`config.mk`:
```
export PLATFORM = sky130hd
export DESIGN_NAME = ps2_frame_rx
export DESIGN_NICKNAME = d
export VERILOG_FILES = /design/src/rtl/ps2_frame_rx.sv
export SDC_FILE = /design/constraint.sdc
export NUM_CORES = 1
export LEC_CHECK = 0
export BUFFER_PORTS_ARGS = -buffer_cell sky130_fd_sc_hd__buf_4
export CORE_ASPECT_RATIO = 1.25
export CORE_MARGIN = 8
export CORE_UTILIZATION = 43
export CTS_CLUSTER_DIAMETER = 30
export DETAILED_ROUTE_END_ITERATION = 6
export GPL_TIMING_DRIVEN = 1
export SLEW_MARGIN = 10
export SYNTH_ARGS = -nofsm -noshare
export SYNTH_HDL_FRONTEND = slang
export SYNTH_SLANG_ARGS = --single-unit
```
`constraint.sdc`:
```
create_clock -name wb_clk_i -period 3.1 [get_ports wb_clk_i]
set_input_delay 0.62 -clock wb_clk_i [delete_from_list [all_inputs] [get_ports wb_clk_i]]
set_output_delay 0.62 -clock wb_clk_i [all_outputs]
set_load 0.01 [all_outputs]
```
`src/rtl/ps2_frame_rx.sv`:
```
// PS/2 device-to-host receiver: pin synchronisers, clock glitch filter, 11-bit
// frame deframer with parity/stop checks, and a first-word-fall-through scan-code FIFO.
module ps2_frame_rx #(
  parameter int unsigned AW   = 3,
  parameter int unsigned FILT = 8,
  parameter int unsigned TMO  = 100000
) (
  input  logic          wb_clk_i,
  input  logic          wb_rst_i,
  input  logic          ps2_clk,
  input  logic          ps2_data,
  output logic [7:0]    code_o,
  output logic          valid_o,
  input  logic          ready_i,
  output logic [AW:0]   count_o,
  output logic          perr_o,
  output logic          ferr_o,
  output logic          ovf_o
);

  localparam int unsigned DEPTH = 2 ** AW;
  localparam int unsigned FW    = $clog2(FILT + 1);
  localparam int unsigned TW    = $clog2(TMO + 1);

  typedef enum logic [1:0] {IDLE, DATA, PAR, STOP} state_e;

  logic [1:0]    clk_s_q, data_s_q;
  logic          filt_q, filt_d;
  logic          prev_q, prev_d;
  logic [FW-1:0] fcnt_q, fcnt_d;
  logic          fall_c;
  logic          sdata_c;

  state_e        state_q, state_d;
  logic [2:0]    bcnt_q, bcnt_d;
  logic [7:0]    shift_q, shift_d;
  logic          par_q, par_d;
  logic [TW-1:0] tmo_q, tmo_d;
  logic          perr_q, perr_d, ferr_q, ferr_d, ovf_q, ovf_d;
  logic          push_c;

  logic [7:0]    mem_q [DEPTH];
  logic [AW-1:0] wr_q, wr_d, rd_q, rd_d;
  logic [AW:0]   cnt_q, cnt_d;
  logic          valid_q, valid_d;
  logic [7:0]    code_q, code_d;
  logic          pop_c, full_c, wr_en_c;

  // Clock filter: filtered clk follows synced clk only after FILT differing samples
  always_comb begin
    filt_d = filt_q;
    fcnt_d = '0;
    prev_d = filt_q;
    if (clk_s_q[1] != filt_q) begin
      if (fcnt_q == FW'(FILT - 1)) filt_d = clk_s_q[1];
      else                         fcnt_d = fcnt_q + FW'(1);
    end
  end

  assign fall_c  = prev_q & ~filt_q;
  assign sdata_c = data_s_q[1];

  // Deframer FSM with frame timeout
  always_comb begin
    state_d = state_q;
    bcnt_d  = bcnt_q;
    shift_d = shift_q;
    par_d   = par_q;
    tmo_d   = tmo_q;
    perr_d  = 1'b0;
    ferr_d  = 1'b0;
    push_c  = 1'b0;
    unique case (state_q)
      IDLE: begin
        tmo_d = '0;
        if (fall_c && !sdata_c) begin
          state_d = DATA;
          bcnt_d  = '0;
        end
      end
      DATA: if (fall_c) begin
        shift_d = {sdata_c, shift_q[7:1]};
        bcnt_d  = bcnt_q + 3'd1;
        if (bcnt_q == 3'd7) state_d = PAR;
      end
      PAR: if (fall_c) begin
        par_d   = sdata_c;
        state_d = STOP;
      end
      STOP: if (fall_c) begin
        state_d = IDLE;
        if (!sdata_c)                 ferr_d = 1'b1;
        else if (~^{shift_q, par_q})  perr_d = 1'b1;
        else                          push_c = 1'b1;
      end
      default: state_d = IDLE;
    endcase
    if (state_q != IDLE) begin
      if (fall_c) begin
        tmo_d = '0;
      end else if (tmo_q == TW'(TMO - 1)) begin
        state_d = IDLE;
        ferr_d  = 1'b1;
        tmo_d   = '0;
      end else begin
        tmo_d = tmo_q + TW'(1);
      end
    end
  end

  // FIFO control; code_d precomputes the head that will be visible next cycle
  always_comb begin
    pop_c   = valid_q & ready_i;
    full_c  = (cnt_q == (AW + 1)'(DEPTH));
    wr_en_c = push_c & (~full_c | pop_c);
    ovf_d   = push_c & full_c & ~pop_c;
    wr_d    = wr_en_c ? wr_q + AW'(1) : wr_q;
    rd_d    = pop_c   ? rd_q + AW'(1) : rd_q;
    cnt_d   = cnt_q;
    if (wr_en_c && !pop_c)      cnt_d = cnt_q + (AW + 1)'(1);
    else if (!wr_en_c && pop_c) cnt_d = cnt_q - (AW + 1)'(1);
    valid_d = (cnt_d != '0);
    code_d  = code_q;
    if (cnt_d != '0) begin
      if (wr_en_c && (wr_q == rd_d)) code_d = shift_q;
      else                           code_d = mem_q[rd_d];
    end
  end

  always_ff @(posedge wb_clk_i) begin
    if (wb_rst_i) begin
      clk_s_q  <= 2'b11;
      data_s_q <= 2'b11;
      filt_q   <= 1'b1;
      prev_q   <= 1'b1;
      fcnt_q   <= '0;
      state_q  <= IDLE;
      bcnt_q   <= '0;
      shift_q  <= '0;
      par_q    <= 1'b0;
      tmo_q    <= '0;
      perr_q   <= 1'b0;
      ferr_q   <= 1'b0;
      ovf_q    <= 1'b0;
      wr_q     <= '0;
      rd_q     <= '0;
      cnt_q    <= '0;
      valid_q  <= 1'b0;
      code_q   <= '0;
    end else begin
      clk_s_q  <= {clk_s_q[0], ps2_clk};
      data_s_q <= {data_s_q[0], ps2_data};
      filt_q   <= filt_d;
      prev_q   <= prev_d;
      fcnt_q   <= fcnt_d;
      state_q  <= state_d;
      bcnt_q   <= bcnt_d;
      shift_q  <= shift_d;
      par_q    <= par_d;
      tmo_q    <= tmo_d;
      perr_q   <= perr_d;
      ferr_q   <= ferr_d;
      ovf_q    <= ovf_d;
      wr_q     <= wr_d;
      rd_q     <= rd_d;
      cnt_q    <= cnt_d;
      valid_q  <= valid_d;
      code_q   <= code_d;
    end
  end

  // Storage array carries no reset; occupancy and pointers define its validity
  always_ff @(posedge wb_clk_i) begin
    if (wr_en_c && !wb_rst_i) mem_q[wr_q] <= shift_q;
  end

  assign code_o  = code_q;
  assign valid_o = valid_q;
  assign count_o = cnt_q;
  assign perr_o  = perr_q;
  assign ferr_o  = ferr_q;
  assign ovf_o   = ovf_q;

endmodule

```
==> After elaboration in Yosys (flattened, before gate mapping) <==
Memory sizes are Yosys's and may differ from the RTL's. A register that Yosys moved wholly into a read port is not among the register bits.
Index checks and enable logic that the tools add are counted.
{ "totals": {"out_inout_bits": 16, "ram_bits": 64, "input_bits": 5, "ff_bits": 55, "elab_cells": 100, "memories": 1} }
{ "memory_table": {"columns": ["memory", "words", "width", "read_ports", "rd_ports_with_merged_regs", "write_ports", "line", "text"], "rows": [
  ["mem_q", 8, 8, 1, 1, 1, "42", "logic [7:0] mem_q [DEPTH];"]
]} }
{ "op_classes": {"addsub": 7, "n_mux": 32, "n_reduce_logical": 20, "eq_ne": 10, "bitwise": 13} }
{ "ops": {"columns": ["operator", "n"], "rows": [
  ["two-way mux 17 bit", 4],
  ["adder 17 x 1 -> 17 bit, second input constant", 1],
  ["equality test 17 bit, second input constant", 1],
  ["two-way mux 2 bit", 8],
  ["two-way mux 1 bit", 13],
  ["adder 3 x 1 -> 3 bit, second input constant", 3],
  ["two-way mux 3 bit", 3],
  ["XNOR reduction 9 bit", 1],
  ["adder 4 x 1 -> 4 bit, second input constant", 2],
  ["two-way mux 4 bit", 2],
  ["one-hot mux 2 bit (4 select lines)", 1],
  ["NOT 1 bit", 7],
  ["one-hot mux 3 bit (2 select lines)", 1],
  ["AND reduction 2 bit", 3],
  ["nonzero test 2 bit", 3],
  ["AND 1 bit", 5],
  ["equality test 2 bit, second input constant", 2],
  ["equality test 4 x 3 -> 1 bit, second input constant", 1],
  ["equality test 4 bit, second input constant", 1],
  ["logical AND 1 bit", 4],
  ["zero test 1 bit", 4],
  ["!= test 2 bit, second input constant", 2],
  ["nonzero test 4 bit", 1],
  ["OR reduction 4 bit", 1],
  ["8 further kinds", 8]
]} }

==> Logic depth before layout (Yosys ltp) <==
Gate-level depths: netlist of the first run.
{ "logic_depth": {"depth_word": 11, "ltp_mapped": 10, "ltp_nobuf": 9} }

==> Worst setup path after synthesis of the first run <==
Ideal clock, no wire load.
{ "synth_timing": {"path_kind": "input port to flip-flop", "startpoint": "input ready_i", "endpoint": "register code_q[6], in the netlist code_o[6] (read register of mem_q)", "path_buffers": 1, "setup_slack_ns": 0.140, "path_stages": 7, "setup_ns": 0.121, "required_time_ns": 2.979, "arrival_ns": 2.839, "path_cell_list": "and2_1 xnor2_1 buf_4 mux4_2 mux2i_1 a211oi_1 mux2_4"} }
{ "synth_between": {"elab_chain_len": 8, "elab_cells_between_ends": 11, "classes_between": "3 x mux; 3 x bitwise; 5 x reduce/logical"} }
{ "synth_lines": {"columns": ["item", "line", "text"], "rows": [
  ["from (decl)", "14", "input logic ready_i,"],
  ["AND 1 bit (*)", "113", "pop_c = valid_q & ready_i;"],
  ["bitwise OR 1 bit", "115", "wr_en_c = push_c & (~full_c | pop_c);"],
  ["AND 1 bit", "115", null],
  ["zero test 1 bit", "121", "else if (!wr_en_c && pop_c) cnt_d = cnt_q - (AW + 1)'(1);"],
  ["logical AND 1 bit", "121", null],
  ["two-way mux 4 bit", "121", null],
  ["two-way mux 4 bit", "120", "if (wr_en_c && !pop_c) cnt_d = cnt_q + (AW + 1)'(1);"],
  ["nonzero test 4 bit", "124", "if (cnt_d != '0) begin"],
  ["to (decl)", "46", "logic [7:0] code_q, code_d;"]
]} }
Mark *: on every way between the ends. The rest lies on a longest branch, timed or not.
A chain may end at the register's enable or synchronous reset.

==> Worst setup path after layout of the first run <==
{ "layout_timing": {"startpoint": "register par_q", "endpoint": "register code_q[3], in the netlist code_o[3] (read register of mem_q)"} }
{ "layout_between": {"elab_chain_len": 11, "elab_cells_between_ends": 12, "classes_between": "6 x mux; 1 x bitwise; 5 x reduce/logical"} }
{ "layout_lines": {"columns": ["item", "line", "text"], "rows": [
  ["from (decl)", "37", "logic par_q, par_d;"],
  ["from (signal assigned)", "159", "par_q <= par_d;"],
  ["XNOR reduction 9 bit (*)", "93", "else if (~^{shift_q, par_q}) perr_d = 1'b1;"],
  ["two-way mux 1 bit (*)", "93", null],
  ["two-way mux 1 bit (*)", "92", "if (!sdata_c) ferr_d = 1'b1;"],
  ["two-way mux 1 bit (*)", "90", "STOP: if (fall_c) begin"],
  ["two-way mux 1 bit (*)", "73", "unique case (state_q)"],
  ["AND 1 bit (*)", "115", null],
  ["zero test 1 bit", "121", null],
  ["logical AND 1 bit", "121", null],
  ["two-way mux 4 bit", "121", null],
  ["two-way mux 4 bit (*)", "120", null],
  ["nonzero test 4 bit (*)", "124", null]
]} }
Marked as above.

==> results of run 1 <==
-- critical path, delay by kind of cell (launching register included) --
kind	cells	cell delay [ns]
and+or+nand+nor	3	0.82
muxes	2	0.54
xor gates and xnor gates	1	0.49
AOI/OAI and AO/OA	1	0.35
DFF	1	0.34
buffers and inverters	1	0.27
-- final timing paths --
path         cells after the start  slack (ns)     endpoint       start
max                              8        0.17    code_o[3]       par_q
min reg2reg                      1        0.40   clk_s_q[1]  clk_s_q[0]
min                              2        0.40  data_s_q[0]    ps2_data
max reg2reg                      8        0.17    code_o[3]       par_q
-- layout by cell type (no fill, tap or decap), drive strengths merged, types with 9 or more instances in the layout --
master   n
nand3   14
mux2i   11
ha       9
edfxtp  64
nor3    14
nor2b   12
nand2   34
clkbuf  21
mux4    16
buf     43
nor2    61
dfxtp   63
xnor2   14
a21oi   15
xor2    14
-- power groups by stage --
stage               Sequential [W]  Combinational, W  Clock (W)
detailed placement         0.00193          0.000922          0
global placement           0.00193          0.000918          0
floorplan                  0.00196          0.000621          0
global route               0.00191          0.000982    0.00215
CTS                        0.00190          0.000927    0.00206
finish                     0.00190          0.000914    0.00203
-- cells by family (layout without fill, tap and decap cells) --
| kind of cell | after synthesis | in the layout | share of synthesized area (%) |
|---|---|---|---|
| compound gates | 35 | 35 | 4.12 |
| simple gates | 175 | 175 | 15.6 |
| fa+ha+maj | 9 | 9 | 2.08 |
| buf+inv | 23 | 83 | 1.74 |
| xor+xnor | 32 | 32 | 6.39 |
| mux | 35 | 35 | 11.2 |
| flops | 127 | 127 | 58.9 |
-- metrics by stage --
stage,setup slack [ns],total power [W]
after floorplan,0.140,0.00258
after global placement,0.273,0.00285
after detailed placement,0.219,0.00286
after CTS,0.174,0.00489
after global routing,0.0708,0.00504
final,0.175,0.00484
-- metal layers --
layer	wire length (microns)	GRT usage (%)	vias up
met3	412	3.83	12
met5	0	0	-
li1	-	-	1669
met2	5540	24.1	64
met4	136	5.13	0
met1	4190	14.8	1646
-- registers in the layout, summed over array words and instances (netlist names), 3 cells and up --
register  flops
fcnt_q        4
count_o       4
code_o        8
tmo_q        17
wr_q          3
mem_q        64
rd_q          3
bcnt_q        3
shift_q       8
-- layout make-up --
type                            instances  area, sq um  area share (%)
Sequential cell                       127         3180            49.0
Multi-Input combinational cell        286         2140            32.9
Clock buffer                           21          440            6.77
Timing Repair Buffer                   43          335            5.16
Tap cell                              168          210            3.23
Clock inverter                         11          165            2.54
Inverter                                8         30.0           0.462
==> reports/summary.txt, run 1 <==
Asr flop ratio synth -> 0%
Worst min-delay path class -> in -> reg
Largest net degree at the start of global routing -> 56
Setup TNS -> 0 ns
# nets final -> 497
Die W -> 116 microns
CTS tree -> done
Clock group share of total power -> 41.9%
Final setup fails -> 0
Post-synth EDFFs -> 64
Total Routing Usage GR -> 13.5%
Clock latency at the later pin of the worst-skew pair -> 0.41 ns
Synthesized area per cell -> 12.4 sq um
Final instance count without filler cells -> 664
CP Max Fanout -> 9
Htree depth -> 4
Max Cap Viol -> 0
Pwr Density -> 745 nW/um^2
CTS Sinks -> 127
First-pass GRT wire length -> 17.1 mm
Post-Syn Area -> 5410 sq um
Fin crit share -> 94.4%
Top Ports -> 21
PortBufs -> 20
Synth unique cells -> 45
Fin. Hold Viols -> 0
Critical path type -> reg -> reg
Status -> completed
RSZ-0062 raised after global routing -> no
DP Wirelength -> 6.91 mm
Critical Path AT -> 3.22 ns
Logic gate share of total power -> 18.9%
Placed cell count -> 632
Yosys top cell by area -> edfxtp_1
#FFs+latches synth -> 127
Avg WL per Cell -> 15.5 microns
Switching component of the power -> 0.00115 W
Cell count after synthesis -> 436
Dpl cell area -> 5900 sq um
Clock buffer depth -> 2
Cts hold-fix bufs -> 0
Commonest cells in the netlist -> edfxtp_1, dfxtp_1, nor2_1, nand2_1, mux4_2
Reg power frac -> 39.2%
RD Place Congestion -> 0.874
Die ar. -> 16400 sq um
Cell Rows -> 46
Clk root buf -> clkbuf_16
Maximum clock frequency -> 342 MHz
Critical path launch point type -> flop
Top-count cell post-synth -> edfxtp_1
Inserted Clock Buffers -> 17
Worst IR Drop VDD -> 342 uV
Drt initial violations -> 135
Initial core utilization -> 43.3%
Worst path max stage delay -> 0.49 ns
Post-CTS Setup Bufs -> 0
CP max stage cell -> xnor3_1
Antenna cells -> 0
Vias per cell -> 5.11
Final min period -> 2.93 ns
Pint -> 0.00369 W
Share of post-route cells with drive strength above 1 -> 21.2%
Drt drc -> 0
Total Wirelength -> 10.3 mm
Resize count post-CTS -> 0
Synth warn -> 0
Number of global-route vias before repair -> 3439
Required @ worst endpoint -> 3.39 ns
Leak Pwr -> 2.44 nW
Worst-Margin Slew -> 0.546 ns
CP Capture Type -> flop
Final Cell Area -> 6500 sq um
Core area -> 12500 sq um
Util after Layout -> 52.1%
Initial antenna violation count -> 0
GRT Residual Overflow -> 0
Max_slew headroom -> 63.6%
DRT Pass-1 Iters -> 5
Switching share of power -> 23.8%
Final Max Slew Viols -> 0
Reg clk slew, reported paths -> 0.05 ns
Layout fillers -> 1085
Cell Chain, Critical Path -> xnor3_1 -> nand3b_1 -> mux2i_4 -> nor2_2 -> or4_1 -> a222oi_1 -> buf_4 -> mux2_4
Area Overhead vs Synth -> 20.3%
Die Span Y -> 141 microns
Hold slack -> 0.396 ns
Register area share after synthesis -> 58.9%
Top FF cell, synth -> edfxtp_1
Area contributors post-synth -> edfxtp_1, dfxtp_1, mux4_2, nor2_1, nand2_1
Post-route ant nets -> 0
DR vias -> 3391
Syn_nets -> 450
Setup Skew -> 0.00969 ns
Synth top area share -> 35.5%
No activity file was read; power rests on OpenSTA's default activity.
==> inputs of run 2 (changes only) <==
==> constraint.sdc (replaced) <==
create_clock -name wb_clk_i -period 3.4 [get_ports wb_clk_i]
set_input_delay 0.68 -clock wb_clk_i [delete_from_list [all_inputs] [get_ports wb_clk_i]]
set_output_delay 0.68 -clock wb_clk_i [all_outputs]
set_load 0.01 [all_outputs]
==> reports/summary.txt, run 2 (synthesis gave the netlist of run 1 again) <==
Worst setup slack after layout -> 0.515 ns
Avg WL per Cell -> 16.1 microns
Hold path startpoint -> clk_s_q[0]
Final instance count without filler cells -> 662
CTS tree -> done
Number of global-route vias before repair -> 3440
RD Place Congestion -> 0.897
Final setup fails -> 0
Critical path type -> reg -> reg
Share of post-route cells with drive strength above 1 -> 21.9%
CP top delay family -> simple AND/OR/NAND/NOR gates
CP max stage cell -> xnor3_1
WP buf/inv -> 1
Final min period -> 2.88 ns
Post-route ant nets -> 0
Worst-Margin Slew -> 1.01 ns
Post-CTS Setup Bufs -> 0
Initial antenna violation count -> 0
GRT Residual Overflow -> 0
DR vias -> 3463
Total Routing Usage GR -> 13.9%
Clk root buf -> clkbuf_16
Total Wirelength -> 10.7 mm
Die Span Y -> 141 microns
Fin. Hold Viols -> 0
DRT Pass-1 Iters -> 5
Util after Layout -> 51.5%
DP Wirelength -> 7.04 mm
Top Ports -> 21
Clock group share of total power -> 39.4%
Critical path launch point type -> flop
Cell Rows -> 46
Maximum clock frequency -> 347 MHz
Initial core utilization -> 43.3%
CP Capture Type -> flop
Clock latency at the later pin of the worst-skew pair -> 0.41 ns
Antenna cells -> 0
Switching component of the power -> 0.00109 W
Resize count post-CTS -> 0
Htree depth -> 4
Pwr Density -> 660 nW/um^2
Pint -> 0.00316 W
Worst min-delay path class -> reg -> reg
Largest net degree at the start of global routing -> 56
# nets final -> 495
Largest register FFs -> 64
Top flop regs -> mem_q x64, tmo_q x17
Leak Pwr -> 2.40 nW
Inserted Clock Buffers -> 17
Largest Register -> mem_q
Worst r2r src -> par_q
CTS Sinks -> 127
PortBufs -> 20
Core area -> 12500 sq um
Area Overhead vs Synth -> 19.1%
Final Max Slew Viols -> 0
Post-Place Setup Slack -> 0.515 ns
Reg clk slew, reported paths -> 0.06 ns
Leading cell type in the layout, fill and taps excluded -> edfxtp_1
Commonest non-fill, non-tap cells in the layout -> edfxtp_1, dfxtp_1, nor2_1
Max_slew headroom -> 32.3%
Fin crit share -> 84.8%
Drt initial violations -> 205
Setup Skew -> 0.0101 ns
Cts hold-fix bufs -> 0
Critical Path AT -> 3.17 ns
Clock buffer depth -> 2
Worst IR Drop VDD -> 362 uV
Setup TNS -> 0 ns
Vias per cell -> 5.23
Reg power frac -> 40.9%
Max Cap Viol -> 0
Setup crit start -> par_q
Switching share of power -> 25.6%
Placed cell count -> 630
Die ar. -> 16400 sq um
Worst path max stage delay -> 0.50 ns
Status -> completed
Die W -> 116 microns
Hold slack -> 0.406 ns
CP Max Fanout -> 9
First-pass GRT wire length -> 17.3 mm
Logic gate share of total power -> 19.7%
Cell Chain, Critical Path -> xnor3_1 -> nand3b_1 -> mux2i_4 -> nor2_2 -> or4_1 -> a222oi_1 -> buf_4 -> mux2_4
RSZ-0062 raised after global routing -> no
Required @ worst endpoint -> 3.69 ns
Drt drc -> 0
[run 2: changes by cell type in the layout (fill, tap and decap cells not counted), moves of 2 or more]
| cell | previous run | this run |
|---|---|---|
| clkbuf_1 | 4 | 0 |
| bufinv_16 | 4 | 1 |
| clkinvlp_4 | 2 | 5 |
| clkinv_2 | 1 | 4 |
| buf_4 | 42 | 40 |
[run 2: worst paths after layout]
| check | to | slack, ns | cells past startpoint |
|---|---|---|---|
| worst max-delay path | code_o[7] | 0.52 | 8 |
| worst min-delay path | clk_s_q[1] | 0.41 | 1 |
| worst max register to register | code_o[7] | 0.52 | 8 |
| worst min register to register | clk_s_q[1] | 0.41 | 1 |
[run 2: power groups by stage]
stage | Sequential, W | Combinational [W] | Clock (W)
after floorplan | 0.00178 | 0.000566 | 0
final | 0.00174 | 0.000835 | 0.00168
after global routing | 0.00175 | 0.000900 | 0.00178
after CTS | 0.00174 | 0.000849 | 0.00172
after detailed placement | 0.00177 | 0.000846 | 0
after global placement | 0.00176 | 0.000838 | 0
[run 2: worst reg2reg max path: stages, from the launching register on]
cell,delay [ns]
dfxtp_1,0.33
xnor3_1,0.50
nand3b_1,0.24
mux2i_4,0.22
nor2_2,0.08
or4_1,0.47
a222oi_1,0.33
buf_4,0.27
mux2_4,0.32
[run 2: through the flow]
stage	total power, W	instance area [sq um]
after floorplan	0.00235	5410
after CTS	0.00430	6440
after detailed placement	0.00261	5880
final	0.00425	6440
after global routing	0.00442	6440
after global placement	0.00260	5880
[run 2: per-layer routing]
metal	vias to the layer above	routed length, microns	track usage (%)
met5	-	0	0
met4	0	168	6.43
met3	18	408	3.70
met2	80	5580	23.3
met1	1697	4500	16.1
li1	1668	-	-
[run 2: area by class of cell]
| cell class | count | area, sq um |
|---|---|---|
| clock buffer | 18 | 439 |
| clock inverter | 14 | 118 |
| fill | 1090 | 6050 |
| inverter | 8 | 30.0 |
| multi-input combinational | 286 | 2140 |
| sequential | 127 | 3180 |
| tap | 168 | 210 |
| timing repair buffer | 41 | 320 |
